$ cat src/rtl/vga_timing_controller_if.sv
//==============================================================================
// Module   : vga_timing_controller_if
// Purpose  : VRAM address and VGA sync/active bundle from the raster generator.
// Revision : 1.0 - initial release
//==============================================================================
`default_nettype none

interface vga_timing_controller_if;
    logic [13:0] pixel_address;
    logic        VGA_HSYNC;
    logic        VGA_VSYNC;
    logic        video_active;

    modport master (
        output pixel_address,
        output VGA_HSYNC,
        output VGA_VSYNC,
        output video_active
    );

    modport slave (
        input pixel_address,
        input VGA_HSYNC,
        input VGA_VSYNC,
        input video_active
    );
endinterface

`default_nettype wire

$ cat src/rtl/vga_timing_controller.sv
//==============================================================================
// Module   : vga_timing_controller
// Purpose  : 640x480@60 VGA raster timing with 5x upscaled 128x96 VRAM addressing.
// Revision : 1.0 - initial release
//==============================================================================
`default_nettype none

module vga_timing_controller #(
    parameter int CLK_DIV  = 4,
    parameter int H_ACTIVE = 640,
    parameter int H_FP     = 16,
    parameter int H_SYNC   = 96,
    parameter int H_BP     = 48,
    parameter int V_ACTIVE = 480,
    parameter int V_FP     = 10,
    parameter int V_SYNC   = 2,
    parameter int V_BP     = 33,
    parameter int SCALE    = 5,
    parameter int IMG_W    = 128,
    parameter int IMG_H    = 96
) (
    input  wire logic                 clk,
    input  wire logic                 reset,
    vga_timing_controller_if.master   vga
);

    localparam int c_H_TOTAL    = H_ACTIVE + H_FP + H_SYNC + H_BP;
    localparam int c_V_TOTAL    = V_ACTIVE + V_FP + V_SYNC + V_BP;
    localparam int c_H_SYNC_BEG = H_ACTIVE + H_FP;
    localparam int c_H_SYNC_END = c_H_SYNC_BEG + H_SYNC;
    localparam int c_V_SYNC_BEG = V_ACTIVE + V_FP;
    localparam int c_V_SYNC_END = c_V_SYNC_BEG + V_SYNC;
    localparam int c_DIV_W      = (CLK_DIV > 1) ? $clog2(CLK_DIV) : 1;
    localparam int c_X_W        = $clog2(IMG_W);
    localparam int c_Y_W        = $clog2(IMG_H);

    logic [c_DIV_W-1:0] r_div_cnt;
    logic [9:0]         r_h_cnt;
    logic [9:0]         r_v_cnt;
    logic [2:0]         r_x_sub;
    logic [2:0]         r_y_sub;
    logic [c_X_W-1:0]   r_x_img;
    logic [c_Y_W-1:0]   r_y_img;

    logic [13:0]        r_addr;
    logic               r_hs1;
    logic               r_vs1;
    logic               r_act1;
    logic               r_hs2;
    logic               r_vs2;
    logic               r_act2;

    logic w_pix_en;
    logic w_h_wrap;
    logic w_v_wrap;
    logic w_active;
    logic w_hs;
    logic w_vs;
    logic w_x_sub_last;
    logic w_y_sub_last;

    assign w_pix_en     = (r_div_cnt == c_DIV_W'(CLK_DIV - 1));
    assign w_h_wrap     = (r_h_cnt == 10'(c_H_TOTAL - 1));
    assign w_v_wrap     = (r_v_cnt == 10'(c_V_TOTAL - 1));
    assign w_active     = (r_h_cnt < 10'(H_ACTIVE)) && (r_v_cnt < 10'(V_ACTIVE));
    assign w_hs         = !((r_h_cnt >= 10'(c_H_SYNC_BEG)) && (r_h_cnt < 10'(c_H_SYNC_END)));
    assign w_vs         = !((r_v_cnt >= 10'(c_V_SYNC_BEG)) && (r_v_cnt < 10'(c_V_SYNC_END)));
    assign w_x_sub_last = (r_x_sub == 3'(SCALE - 1));
    assign w_y_sub_last = (r_y_sub == 3'(SCALE - 1));

    // Image coordinates only advance while the next screen pixel/line is still
    // visible, so they saturate at the last image pixel instead of overrunning.
    always_ff @(posedge clk) begin
        if (reset) begin
            r_div_cnt <= '0;
            r_h_cnt   <= '0;
            r_v_cnt   <= '0;
            r_x_sub   <= '0;
            r_x_img   <= '0;
            r_y_sub   <= '0;
            r_y_img   <= '0;
        end else begin
            r_div_cnt <= w_pix_en ? '0 : r_div_cnt + c_DIV_W'(1);
            if (w_pix_en) begin
                if (w_h_wrap) begin
                    r_h_cnt <= '0;
                    r_x_sub <= '0;
                    r_x_img <= '0;
                    if (w_v_wrap) begin
                        r_v_cnt <= '0;
                        r_y_sub <= '0;
                        r_y_img <= '0;
                    end else begin
                        r_v_cnt <= r_v_cnt + 10'd1;
                        if (r_v_cnt < 10'(V_ACTIVE - 1)) begin
                            if (w_y_sub_last) begin
                                r_y_sub <= '0;
                                r_y_img <= r_y_img + c_Y_W'(1);
                            end else begin
                                r_y_sub <= r_y_sub + 3'd1;
                            end
                        end
                    end
                end else begin
                    r_h_cnt <= r_h_cnt + 10'd1;
                    if (w_active && (r_h_cnt < 10'(H_ACTIVE - 1))) begin
                        if (w_x_sub_last) begin
                            r_x_sub <= '0;
                            r_x_img <= r_x_img + c_X_W'(1);
                        end else begin
                            r_x_sub <= r_x_sub + 3'd1;
                        end
                    end
                end
            end
        end
    end

    // Stage 2 trails stage 1 by the VRAM read latency so sync, active and
    // colour all change on the same edge.
    always_ff @(posedge clk) begin
        if (reset) begin
            r_addr <= '0;
            r_hs1  <= 1'b1;
            r_vs1  <= 1'b1;
            r_act1 <= 1'b0;
            r_hs2  <= 1'b1;
            r_vs2  <= 1'b1;
            r_act2 <= 1'b0;
        end else begin
            r_addr <= w_active ? 14'({r_y_img, r_x_img}) : '0;
            r_hs1  <= w_hs;
            r_vs1  <= w_vs;
            r_act1 <= w_active;
            r_hs2  <= r_hs1;
            r_vs2  <= r_vs1;
            r_act2 <= r_act1;
        end
    end

    assign vga.pixel_address = r_addr;
    assign vga.VGA_HSYNC     = r_hs2;
    assign vga.VGA_VSYNC     = r_vs2;
    assign vga.video_active  = r_act2;

endmodule

`default_nettype wire

$ cat src/flat_wrapper.sv
// flat-port wrapper written by rule: the top's interface ports become plain ports
module vga_timing_controller_flat 
#(
    parameter int CLK_DIV  = 4,
    parameter int H_ACTIVE = 640,
    parameter int H_FP     = 16,
    parameter int H_SYNC   = 96,
    parameter int H_BP     = 48,
    parameter int V_ACTIVE = 480,
    parameter int V_FP     = 10,
    parameter int V_SYNC   = 2,
    parameter int V_BP     = 33,
    parameter int SCALE    = 5,
    parameter int IMG_W    = 128,
    parameter int IMG_H    = 96
)
  (clk, reset, vga_pixel_address, vga_VGA_HSYNC, vga_VGA_VSYNC, vga_video_active);
  vga_timing_controller_if vga_i ();
  input  wire logic clk;
  input  wire logic reset;
  output wire logic [$bits(vga_i.pixel_address)-1:0] vga_pixel_address;
  output wire logic [$bits(vga_i.VGA_HSYNC)-1:0] vga_VGA_HSYNC;
  output wire logic [$bits(vga_i.VGA_VSYNC)-1:0] vga_VGA_VSYNC;
  output wire logic [$bits(vga_i.video_active)-1:0] vga_video_active;
  assign vga_pixel_address = vga_i.pixel_address;
  assign vga_VGA_HSYNC = vga_i.VGA_HSYNC;
  assign vga_VGA_VSYNC = vga_i.VGA_VSYNC;
  assign vga_video_active = vga_i.video_active;
  vga_timing_controller #(.CLK_DIV(CLK_DIV), .H_ACTIVE(H_ACTIVE), .H_FP(H_FP), .H_SYNC(H_SYNC), .H_BP(H_BP), .V_ACTIVE(V_ACTIVE), .V_FP(V_FP), .V_SYNC(V_SYNC), .V_BP(V_BP), .SCALE(SCALE), .IMG_W(IMG_W), .IMG_H(IMG_H)) u_core (.clk(clk), .reset(reset), .vga(vga_i));
endmodule
$ cat config.mk
export PLATFORM = sky130hd
export DESIGN_NAME = vga_timing_controller_flat
export DESIGN_NICKNAME = d
export VERILOG_FILES = /design/src/rtl/vga_timing_controller_if.sv /design/src/rtl/vga_timing_controller.sv /design/src/flat_wrapper.sv
export SDC_FILE = /design/constraint.sdc
export NUM_CORES = 1
export LEC_CHECK = 0
export CAP_MARGIN = 20
export CORE_UTILIZATION = 45
export DETAILED_ROUTE_END_ITERATION = 10
export GPL_TIMING_DRIVEN = 1
export PLACE_DENSITY = 0.76
export SYNTH_ARGS = -nofsm -noshare
export SYNTH_HDL_FRONTEND = slang
export SYNTH_SLANG_ARGS = --single-unit
export TNS_END_PERCENT = 100
$ cat constraint.sdc
create_clock -name clk -period 3.84 [get_ports clk]
set_input_delay 0.384 -clock clk [delete_from_list [all_inputs] [get_ports clk]]
set_output_delay 0.384 -clock clk [all_outputs]
set_load 0.03 [all_outputs]
==> key figures, run 1 <==
Global route
  – Total GRT Usage: 17.79%
  – Vias in the first global route: 1,969
  – Grt ovf: 0
  – Largest net degree at the start of global routing: 22
  – Initial antenna violation count: 0
  – First-pass GRT wire length: 8645 µm

Power and ir drop
  – Switching Share: 20.19%
  – Leakage power: 1.158 nW
  – Pwr dens: 421.3 nW/µm²
  – PnR Total Power: 1.332 mW
  – P_int: 1.063 mW
  – Peak VDD IR: 0.2064 mV
  – NetSw: 0.2690 mW
  – Clock share of power: 47.4%
  – Comb power frac: 3.1%
  – Part of the power in registers: 49.5%

Cells and area
  – Syn-to-layout area delta: 16.77%
  – Fraction of layout cells with a size suffix above 1: 8.669%
  – Post-layout nets: 332
  – # diodes: 0

Detailed routing
  – DRC: 0
  – Routed vias: 2,167
  – Drt pass-1 iters: 4
  – Iteration-0 DRC Markers: 112
  – Routed Wire Length: 4965 µm
  – Remaining antenna violation count: 0
  – Post-DR vias/cell: 5.486
  – Wire per inst: 12.57 µm

CTS
  – CTS root buf: clkbuf_8
  – Bufs on Longest Clock Path: 2
  – Clock transition at path regs: 60 ps
  – Clock Latency Late Sink: 340 ps
  – Num CTS Buffers: 9
  – H-tree depth: 3
  – Cts repair resizes: 0
  – CTS tree: done
  – Hold-fix buffers at CTS: 0
  – Setup bufs post-CTS: 0
  – Sink Count: 62

Yosys
  – Area fraction of the dominant cell type after synthesis: 45.84%
  – Largest area contributor in the netlist: dfxtp_1
  – FFs w/ async S/R, synth: 0%
  – Simple-gate area share of the yosys netlist: 27.22%
  – Xor/xnor share of the synthesized area: 5.499%
  – Mapped Nets: 316
  – Post-synth top cells: dfxtp_1 (62), nor2_1 (31), a21oi_1 (20), nand2_1 (20), and2_1 (16)
  – Cell variety after synth: 44
  – Main combinational cell family by area after synthesis: simple AND/OR/NAND/NOR gates
  – Most frequent cell after synthesis: dfxtp_1
  – Multiplexer share of the synthesized area: 1.201%
  – Post-Syn Area: 2708 µm²
  – Mapped Cells: 303
  – Post-synth EDFFs: 0
  – Seq/Total Area, Yosys: 45.84%
  – Syn Area/Cell: 8.936 µm²
  – Most used DFF post-synth: dfxtp_1
  – Top post-synthesis cells by area: dfxtp_1 (46%), ha_1 (5.1%), nor2_1 (4.3%), xor2_1 (4.2%), a21oi_1 (3.7%)
  – FF+latch count, synth: 62
  – Post-synthesis adder-cell area fraction: 5.083%
  – Compound-cell area share of the yosys netlist: 10.81%
  – Synth Warn #: 0

Setup path
  – Critical Path RT: 4110 ps
  – CP arrival: 2700 ps
  – Setup crit end kind: flop
  – WP buf/inv: 0
  – WS Path Type: flop to flop
  – CP cell instances: or4b_4, or4_4, nor2_1, nand4b_1, a21oi_1
  – Slowest cell on the critical path: or4_4
  – Critical path's largest stage delay: 660 ps
  – Crit Path Max Fanout: 20
  – R2R Setup Slk: 1410 ps
  – Family with the most delay on the worst path: simple AND/OR/NAND/NOR gates
  – CP Launch Type: flop

Timing
  – Max-slew violations: 0
  – Hold Vio Cnt, Final: 0
  – Max Fclk: 0.4110 GHz
  – Final worst path period need: 2433 ps
  – Normalized max-slew margin: 46.66%
  – Fin crit share: 63.36%
  – Finish-stage setup viols: 0
  – RSZ-0062 raised after global routing: false
  – Slew @ Worst Pin: 797.7 ps
  – Clk_skew: 6.905 ps
  – Setup total negative slack: 0 ps

Die
  – Total Die Area: 6331 µm²
  – Starting Density: 47.99%
  – Die height: 79.57 µm
  – I/O pin cnt: 19
  – Core Footprint: 5642 µm²
  – Row count: 27
  – Die Wd: 79.57 µm

Job
  – Max-cap violation count: 0

Placed design
  – I/O Buffers: 18
  – GP Congestion: 0.8632
  – Detail Placement HPWL: 3193 µm

Outcome
  – Outcome: finished, final reports clean

Worst hold path
  – Hold Path Class: flop to flop
-- cell type report --
| type | count | area [µm²] |
|---|---|---|
| clock buffers | 11 | 151.4 |
| clock inverters | 4 | 70.07 |
| fillers | 497 | 2480 |
| inverters | 10 | 37.54 |
| multi-input cells | 214 | 1361 |
| flip-flops and latches | 62 | 1241 |
| well taps | 72 | 90.09 |
| repair buffers | 22 | 210.2 |
-- registers in the layout (all words and copies together) (netlist names), 2 cells and up --
| name | flops |
|---|---|
| u_core.vga.pixel_address | 14 |
| u_core.r_h_cnt | 10 |
| u_core.r_v_cnt | 10 |
| u_core.r_x_img | 7 |
| u_core.r_y_img | 7 |
| u_core.r_x_sub | 3 |
| u_core.r_y_sub | 3 |
| u_core.r_div_cnt | 2 |
-- power groups by stage --
| stage | combinational, mW | sequential [mW] | clock (mW) |
|---|---|---|---|
| finish | 0.0412 | 0.660 | 0.631 |
| global route | 0.0472 | 0.660 | 0.673 |
| CTS | 0.0418 | 0.660 | 0.643 |
| global placement | 0.0410 | 0.673 | 0 |
| detailed placement | 0.0415 | 0.674 | 0 |
| floorplan | 0.0262 | 0.677 | 0 |
-- per-layer routing --
metal,vias up,GRT usage (%),part of all wire (%)
li1,1087,-,-
met5,-,0,0
met2,50,27.01,46
met4,0,11.82,2.9
met1,1017,22.07,47
met3,13,4.571,3.7
-- placed cells by master (no fill, tap or decap), types with 3 or more instances in the layout --
cell type and instances:
a211oi_1 3, a21oi_1 20, and2_1 16, and3_1 7
buf_4 3, clkbuf_8 11, clkdlybuf4s50_1 18, dfxtp_1 62
ha_1 11, inv_1 10, nand2_1 20, nand3_1 15
nand3b_1 3, nand4_1 12, nand4b_1 6, nor2_1 31
nor3_1 5, o211ai_1 4, o21ai_0 10, or2_2 3
or3_1 5, xnor2_1 4, xor2_1 13
-- worst paths after layout --
path | end | cells after the start | startpoint
worst min register to register | u_core.vga.VGA_VSYNC | 1 | u_core.r_vs1
worst max-delay path | u_core.r_y_img[3] | 5 | u_core.r_h_cnt[5]
worst min-delay path | u_core.vga.VGA_VSYNC | 1 | u_core.r_vs1
worst max register to register | u_core.r_y_img[3] | 5 | u_core.r_h_cnt[5]
-- metrics by stage --
step	instances	hold slack, ps	setup WS (ps)	instance area (µm²)	utilization (%)
3_3_place_gp	379	396.5	1259	2933	51.98
4_1_cts	394	417.2	1160	3154	55.91
2_1_floorplan	303	389.5	1546	2708	-
3_5_place_dp	379	395.6	1165	2933	51.98
5_1_grt	395	446.5	1257	3162	56.04
6_report	395	413.0	1407	3162	56.04
-- kinds of logic after synthesis --
logic type | after synthesis
flops | 62
fa+ha+maj | 11
simple gates | 135
buf+inv | 27
xor+xnor | 17
mux | 3
compound gates | 48
Power figures use the tool's default switching activity.
==> run 2: changes to the inputs <==
- clock period: 3.84 -> 2.4 ns (I/O delays scaled with it)
==> run 2 against run 1 <==
Effect of this change: core utilization rose by 0.55 points; sequential power rose by 61%; die area stayed put; final cell count grew 1.5%.
==> key figures, run 2 (same netlist as run 1, synthesis figures left out) <==
Detailed routing
  – Post-DR vias/cell: 5.509
  – WL met3: 213 µm
  – Iteration-0 DRC Markers: 89
  – Remaining antenna violation count: 0
  – Post-Route M1 WL: 2445 µm
  – Top layer in use: met4
  – Routed vias: 2,209
  – Drt pass-1 iters: 4
  – DRC: 0
  – Wire per inst: 12.99 µm
  – Routed Wire Length: 5208 µm
  – DR WL met2: 2424 µm

Timing
  – RSZ-0062 raised after global routing: false
  – Hold Vio Cnt, Final: 0
  – Setup total negative slack: 0 ps
  – Max-slew violations: 0
  – Slew @ Worst Pin: 669.4 ps
  – Fin crit share: 92.10%
  – Normalized max-slew margin: 55.21%
  – Setup ws final: 189.5 ps
  – Final worst path period need: 2210 ps
  – Finish-stage setup viols: 0
  – Max Fclk: 0.4524 GHz
  – Clk_skew: 3.701 ps

Power and ir drop
  – Leakage power: 1.178 nW
  – Peak VDD IR: 0.3243 mV
  – PnR Total Power: 2.118 mW
  – Pwr dens: 663.3 nW/µm²

CTS
  – Sink Count: 62
  – Num CTS Buffers: 9
  – H-tree depth: 3
  – Clock Latency Late Sink: 340 ps
  – Cts repair resizes: 0
  – Bufs on Longest Clock Path: 2
  – CTS root buf: clkbuf_8
  – Setup bufs post-CTS: 0
  – Clock transition at path regs: 70 ps
  – CTS tree: done
  – Hold-fix buffers at CTS: 0

Outcome
  – Outcome: finished, final reports clean

Placed design
  – GP Congestion: 0.8542
  – I/O Buffers: 18
  – Placed insts: 385
  – Detail Placement HPWL: 3475 µm
  – Pre-CTS WS: 208.9 ps

Global route
  – Total GRT Usage: 18.33%
  – First-pass GRT wire length: 8949 µm
  – Initial antenna violation count: 0
  – Grt ovf: 0
  – Largest net degree at the start of global routing: 37
  – Vias in the first global route: 2,026

Setup path
  – WP buf/inv: 0
  – Family with the most delay on the worst path: simple AND/OR/NAND/NOR gates
  – Setup crit end kind: flop
  – CP Launch Type: flop
  – Critical Path RT: 2670 ps
  – CP arrival: 2480 ps
  – Crit Path Max Fanout: 9
  – Critical path's largest stage delay: 590 ps
  – CP cell instances: or4b_4, or4_4, nor2_1, nand4b_1, a21oi_1
  – Slowest cell on the critical path: or4_4
  – WS Path Type: flop to flop

Cells and area
  – Fillers: 497
  – Post-Layout Cell Count: 401
  – Most frequent cells in the layout: dfxtp_1 (62), nor2_1 (31), nand2_1 (20), a21oi_1 (20), clkdlybuf4s50_1 (18)
  – Seq. cell area: 1241 µm²
  – Largest register FFs: 14
  – # diodes: 0
  – Most common cell after layout, fill and taps aside: dfxtp_1
  – Post-layout nets: 337
  – Syn-to-layout area delta: 17.93%
  – Fraction of layout cells with a size suffix above 1: 9.726%
  – Multi-input gate area: 1361 µm²

Job
  – Max-cap violation count: 0

Die
  – Row count: 27
  – Core Footprint: 5642 µm²
  – Starting Density: 47.99%
  – I/O pin cnt: 19
  – Die height: 79.57 µm
  – Die Wd: 79.57 µm
  – Total Die Area: 6331 µm²

Worst hold path
  – Hold Path Class: flop to flop
run 2: cell count changes in the layout (fill, tap and decap cells not counted), sizes merged:
| cell | before | now |
|---|---|---|
| buf | 3 | 9 |
run 2: through the flow:
step                      utilization, %  instance area [µm²]  hold WS [ps]
after global placement             52.78                 2978         391.4
after global routing               56.60                 3193         440.5
after detailed placement           52.78                 2978         409.9
final                              56.60                 3193         423.9
after CTS                          56.60                 3193         425.1
after floorplan                        -                 2708         389.5
run 2: path summary, 6_finish.rpt:
kind	end	startpoint	depth (start not counted)	slack, ps
hold reg to reg	u_core.vga.VGA_HSYNC	u_core.r_hs1	1	420
setup reg to reg	u_core.r_y_img[4]	u_core.r_h_cnt[9]	5	190
setup / recovery	u_core.r_y_img[4]	u_core.r_h_cnt[9]	5	190
hold / removal	u_core.vga.VGA_HSYNC	u_core.r_hs1	1	420
run 2: final cells by class:
cell class	count	area share, %
Clock inverter	4	2.194
Tap cell	72	2.821
Multi-Input combinational cell	214	42.63
Inverter	10	1.176
Timing Repair Buffer	27	7.759
Clock buffer	12	4.545
Sequential cell	62	38.87
run 2: routing by layer:
| metal | vias up | global-route usage (%) |
|---|---|---|
| met4 | 0 | 10.18 |
| met5 | - | 0 |
| li1 | 1104 | - |
| met2 | 57 | 28.97 |
| met1 | 1035 | 21.73 |
| met3 | 13 | 6.057 |
run 2: where the power goes:
part	total, mW	internal (mW)	switching [mW]
Combinational	0.0684	0.0257	0.0426
Clock	0.994	0.610	0.384
Sequential	1.06	1.04	0.0105
